`src/rtl/mat_pkg.sv`:
```
// Shared definitions for the matrix block family.
//   - state_t : pass sequencing states (IDLE, RUN, DONE)
//   - MAT_M, MAT_P : default matrix shape (A is MAT_M x MAT_P)
//   - N_ELEM  : element count of the default shape
//   - IDX_W   : width of element addresses and output indices
package mat_pkg;

  localparam int MAT_M  = 3;
  localparam int MAT_P  = 3;
  localparam int N_ELEM = MAT_M * MAT_P;
  localparam int IDX_W  = 4;

  typedef enum logic [1:0] {
    IDLE = 2'd0,
    RUN  = 2'd1,
    DONE = 2'd2
  } state_t;

endpackage

```
`src/rtl/mat_regfile.sv`:
```
// Element storage for one matrix: N words of DATA_WIDTH bits.
// Ports:
//   clk, rst     : clock, asynchronous active-low clear of every word
//   wen, waddr   : synchronous write strobe and address (ignored if out of range)
//   wdata        : write data
//   raddr, rdata : combinational read port
module mat_regfile
  import mat_pkg::*;
#(
  parameter int N          = N_ELEM,
  parameter int DATA_WIDTH = 32
) (
  input  logic                  clk,
  input  logic                  rst,
  input  logic                  wen,
  input  logic [IDX_W-1:0]      waddr,
  input  logic [DATA_WIDTH-1:0] wdata,
  input  logic [IDX_W-1:0]      raddr,
  output logic [DATA_WIDTH-1:0] rdata
);

  logic [DATA_WIDTH-1:0] mem [N];

  // NOTE: this storage is deliberately cleared by reset (the block must come
  // up as an all-zero matrix); that forces flops rather than a RAM macro.
  always_ff @(posedge clk or negedge rst) begin
    if (!rst) begin
      for (int i = 0; i < N; i++) mem[i] <= '0;
    end else if (wen && (int'(waddr) < N)) begin
      mem[waddr] <= wdata;
    end
  end

  assign rdata = mem[raddr];

endmodule

```
`src/rtl/mat_transpose_3x3.sv`:
```
// Streaming transposer: a host loads A (M x P, row-major) element by element
// while idle; on start the block emits C = A^T (P x M) one element per cycle,
// each tagged with its row-major C index.
// Ports:
//   clk, rst        : clock, asynchronous active-low reset
//   start           : begin a pass (only honoured in IDLE)
//   a_in/a_addr/a_wen : A write port (only honoured in IDLE, a_addr < M*P)
//   c_out, i_count_out, c_valid : registered output element, its index, strobe
//   done            : one-cycle pulse after the last element
//   busy            : present only when MAT_TRANSPOSE_BUSY_EN is defined;
//                     high while the pass is in RUN or DONE
module mat_transpose_3x3
  import mat_pkg::*;
#(
  parameter int M          = MAT_M,
  parameter int P          = MAT_P,
  parameter int DATA_WIDTH = 32
) (
  input  logic                         clk,
  input  logic                         rst,
  input  logic                         start,
  input  logic signed [DATA_WIDTH-1:0] a_in,
  input  logic        [IDX_W-1:0]      a_addr,
  input  logic                         a_wen,
  output logic signed [DATA_WIDTH-1:0] c_out,
  output logic                         c_valid,
  output logic                         done,
  output logic        [IDX_W-1:0]      i_count_out
`ifdef MAT_TRANSPOSE_BUSY_EN
  ,
  output logic                         busy
`endif
);

  localparam int NE = M * P;

  state_t                  state_q, state_d;
  logic [IDX_W-1:0]        cnt_q;   // C index of the element read this cycle
  logic [IDX_W-1:0]        row_q;   // C row    = cnt_q / M
  logic [IDX_W-1:0]        col_q;   // C column = cnt_q % M
  logic [IDX_W-1:0]        rd_addr;
  logic                    wr_en;
  logic [DATA_WIDTH-1:0]   rd_data;

  // Loads are only accepted between passes so a running pass sees stable data.
  assign wr_en = a_wen && (state_q == IDLE) && (int'(a_addr) < NE);

  // C[r][c] = A[c][r]; A is stored row-major with P columns.
  assign rd_addr = IDX_W'(int'(col_q) * P + int'(row_q));

  mat_regfile #(
    .N          (NE),
    .DATA_WIDTH (DATA_WIDTH)
  ) u_regfile (
    .clk   (clk),
    .rst   (rst),
    .wen   (wr_en),
    .waddr (a_addr),
    .wdata (a_in),
    .raddr (rd_addr),
    .rdata (rd_data)
  );

  // NOTE: sequential state uses non-blocking assignments so every flop samples
  // pre-edge values regardless of block ordering.
  always_ff @(posedge clk or negedge rst) begin
    if (!rst) state_q <= IDLE;
    else      state_q <= state_d;
  end

  // NOTE: state_d gets a default before the case so no path leaves it
  // unassigned, which would infer a latch.
  always_comb begin
    state_d = state_q;
    case (state_q)
      IDLE:    if (start) state_d = RUN;
      RUN:     if (int'(cnt_q) == NE - 1) state_d = DONE;
      DONE:    state_d = IDLE;
      default: state_d = IDLE;
    endcase
  end

  // Output and counter registers; outputs lag the state by one edge so the
  // element read in RUN cycle k appears after the following edge.
  always_ff @(posedge clk or negedge rst) begin
    if (!rst) begin
      c_out       <= '0;
      c_valid     <= 1'b0;
      done        <= 1'b0;
      i_count_out <= '0;
      cnt_q       <= '0;
      row_q       <= '0;
      col_q       <= '0;
    end else begin
      c_valid <= 1'b0;
      done    <= 1'b0;
      case (state_q)
        RUN: begin
          c_out       <= rd_data;
          c_valid     <= 1'b1;
          i_count_out <= cnt_q;
          cnt_q       <= cnt_q + IDX_W'(1);
          if (int'(col_q) == M - 1) begin
            col_q <= '0;
            row_q <= row_q + IDX_W'(1);
          end else begin
            col_q <= col_q + IDX_W'(1);
          end
        end
        DONE: done <= 1'b1;
        default: begin
          cnt_q <= '0;
          row_q <= '0;
          col_q <= '0;
        end
      endcase
    end
  end

`ifdef MAT_TRANSPOSE_BUSY_EN
  assign busy = (state_q != IDLE);
`endif

endmodule

```
`config.mk`:
```
export PLATFORM = sky130hd
export DESIGN_NAME = mat_transpose_3x3
export DESIGN_NICKNAME = d
export VERILOG_FILES = /design/src/rtl/mat_pkg.sv /design/src/rtl/mat_regfile.sv /design/src/rtl/mat_transpose_3x3.sv
export SDC_FILE = /design/constraint.sdc
export NUM_CORES = 1
export LEC_CHECK = 0
export CORE_MARGIN = 2
export CORE_UTILIZATION = 60
export CTS_CLUSTER_DIAMETER = 150
export DETAILED_ROUTE_END_ITERATION = 10
export GPL_ROUTABILITY_DRIVEN = 0
export PLACE_DENSITY = 0.84
export SYNTH_ARGS = -nofsm -noshare
export SYNTH_HDL_FRONTEND = slang
export SYNTH_SLANG_ARGS = --single-unit
export TNS_END_PERCENT = 10
```
`constraint.sdc`:
```
create_clock -name clk -period 5.4 [get_ports clk]
set_clock_uncertainty 0.05 [all_clocks]
set_input_delay 0.81 -clock clk [delete_from_list [all_inputs] [get_ports clk]]
set_output_delay 0.81 -clock clk [all_outputs]
set_load 0.005 [all_outputs]
```
==> reports/results.tsv <==
metric	value	unit
status	completed	
CTS tree	yes	
largest family of logic cells by synthesized area	multiplexers	
Clock Tree Buf Depth	3	
Yosys top cell area share	0.563	
Crit. Startpoint	col_q[0]	
die footprint	0.0265	mm^2
DR vias	8531	
Reg2Reg Depth	9	
drt first pass iters	4	
# setup viols final	0	
count leader, synth	dfrtp_1	
Sink Count	340	
Seq/Total Area, Yosys	0.563	
Hold Vio Cnt, Final	0	
Slowest cell on crit path	fa_2	
CTS resizes	0	
# port buffers	77	
global-route wire length before repair	51700	um
hpwl dp	18600	um
worst-skew pair later-pin latency	0.51	ns
layout overhead on the synthesized area	15.4	%
initial antenna violation count	0	
Post-Layout Cell Count	1378	
top cells by area, synth	dfrtp_1, mux2_2, mux4_2	
critical path class	reg -> reg	
syn_nets	1009	
CTS Buf Count	36	
io pins	78	
Inst Count DP	1317	
initial core utilization	0.605	
Final Critical Period	3.83	ns
Clk pin slew, worst setup/hold paths	0.06	ns
FILL cells	1646	
share of cells above drive strength 1	0.413	
Adder-Cell Fraction of Synth Area	0.0114	
Root Buffer	clkbuf_16	
H-Tree Depth	2	
Worst Tran Pin Value	1.14	ns
average cell area after synthesis	15.8	um^2
Fmax	261	MHz
mux share of post-synthesis cell area	0.338	
remaining global-route overflow	0	
Max Cap Viol	0	
Starting DRT DRC Count	619	
Setup Buffers After CTS	0	
Layout Nets	1077	
Finished Core Util	0.699	
reg-to-reg endpoint	c_out[23]	
Gate Count Post-Synth	957	
post-synthesis async set-or-reset flop share	1.00	
Hold/Removal Path Class	in -> async	
ys flop type	dfrtp_1	
crit path DAT	4.22	ns
vias in the first global route	9322	
leakage	8.24	nW
drt wl/cell	22.9	um
chain of cells forming the critical path	fa_1 -> ha_4 -> inv_1 -> fa_2 -> buf_12 -> nand2b_1 -> nor4b_4 -> buf_4 -> a221o_1	
Hold WS	0.327	ns
RSZ-0062 raised after global routing	no	
reg-to-reg startpoint	col_q[0]	
pwr/cell area	610	mW/mm^2
CP Depth	9	
Die X-Extent	163	um
EDFF count, synth	0	
max incr delay on CP	1.17	ns
antenna cell count	0	
simple-gate area share of the yosys netlist	0.0310	
Post-synth top cells	dfrtp_1, mux2_2, mux4_2	
Worst setup endpoint	c_out[23]	
Sum Neg Setup Slack	0	ns
Rel. slew slack	0.240	
fin crit share	0.710	
WL final	31600	um
R2R Setup Slk	1.57	ns
Rows	58	
CP Buf/Inv Count	3	
synthesis-stage register bit count	340	
fin. max-slew vios	0	
pin count of the biggest net entering global routing	145	
Core ar.	0.0250	mm^2
cell family with most CP delay	adder cells	
critical path fanouts, max	38	
Cell Area, Synth	0.0151	mm^2
XOR/XNOR share of the synthesized area	0.00348	
YS warnings	0	
CP endpoint kind	register	
height of the die	163	um
gr usage total	0.253	
Hold-fix buffers, CTS	0	
CP Launch Type	register	
Required @ worst endpoint	5.79	ns
vias per cell	6.19	
DRC	0	
antenna violation net count after detailed routing	0	
Pwr Total	0.0106	W
leading area contributor after synthesis	dfrtp_1	
Netlist cell types	41	
Peak VDD IR	0.614	mV
Compound-Gate Fraction of Synth Area	0.0295	
routing by layer:
metal | track usage | vias up | wire (um)
met5 | 0 | - | 0
met3 | 0.0418 | 47 | 1580
met2 | 0.420 | 194 | 16200
li1 | - | 3729 | -
met4 | 0.0768 | 0 | 570
met1 | 0.347 | 4561 | 13300
flip-flops by register name, indices dropped and copies added (netlist names):
| name | count |
|---|---|
| c_out | 32 |
| i_count_out | 4 |
| state_q | 2 |
| col_q | 4 |
| row_q | 4 |
| cnt_q | 4 |
| done | 1 |
| u_regfile.mem | 288 |
| c_valid | 1 |
worst min-delay path by stage:
stage | startpoint | cells past startpoint | to | slack (ns)
floorplan | state_q[1] | 1 | state_q[0] | 0.38
global placement | i_count_out[3] | 2 | i_count_out[3] | 0.41
detailed placement | i_count_out[3] | 2 | i_count_out[3] | 0.41
CTS | rst | 1 | u_regfile.mem[215] | 0.37
global route | rst | 1 | u_regfile.mem[280] | 0.39
finish | rst | 1 | u_regfile.mem[215] | 0.33
metrics by stage:
step           cell area, um^2  worst slack (ns)
6_report                 17400              1.57
2_1_floorplan            15100              2.12
4_1_cts                  17400              1.53
3_5_place_dp             16200              1.49
3_3_place_gp             16200              1.56
5_1_grt                  17400              1.45
placed cells by master, fill, tap and decap left out, drive strengths merged:
cell	instances
clkbuf	49
o22ai	1
nor3b	3
nor3	34
nor4	1
a22o	2
dfrtp	340
inv	9
clkdlybuf4s50	76
mux4	62
a211oi	1
bufinv	5
nand2b	3
clkinv	7
nor2	8
buf	20
a221o	32
and2	1
or3	1
nor2b	2
nand2	22
o2bb2ai	1
mux2	290
xor2	2
nand3b	2
xnor2	4
nand4	1
nor4b	1
or3b	1
o21ai	15
nand3	5
ha	9
mux2i	33
a21oi	2
fa	3
power breakdown:
part / internal, W / total (W) / leakage, nW / switching, W
sequential: 0.00329 / 0.00370 / 4.59 / 0.000414
clock: 0.00158 / 0.00255 / 0.611 / 0.000969
combinational: 0.00227 / 0.00438 / 3.04 / 0.00211
cells by family after synthesis:
kind of cell    after synthesis
mux                         385
flops                       340
simple gates                 85
buf+inv                      75
compound gates               54
fa+ha+maj                    12
xor+xnor                      6
layout make-up:
| type | instances | area, um^2 | share of cell area |
|---|---|---|---|
| sequential | 340 | 8510 | 0.488 |
| clock inverter | 12 | 189 | 0.0108 |
| inverter | 9 | 33.8 | 0.00194 |
| multi-input combinational | 542 | 6300 | 0.361 |
| timing repair buffer | 96 | 956 | 0.0548 |
| clock buffer | 49 | 1040 | 0.0597 |
| tap | 330 | 413 | 0.0237 |
(Power assumes the default switching activity.)
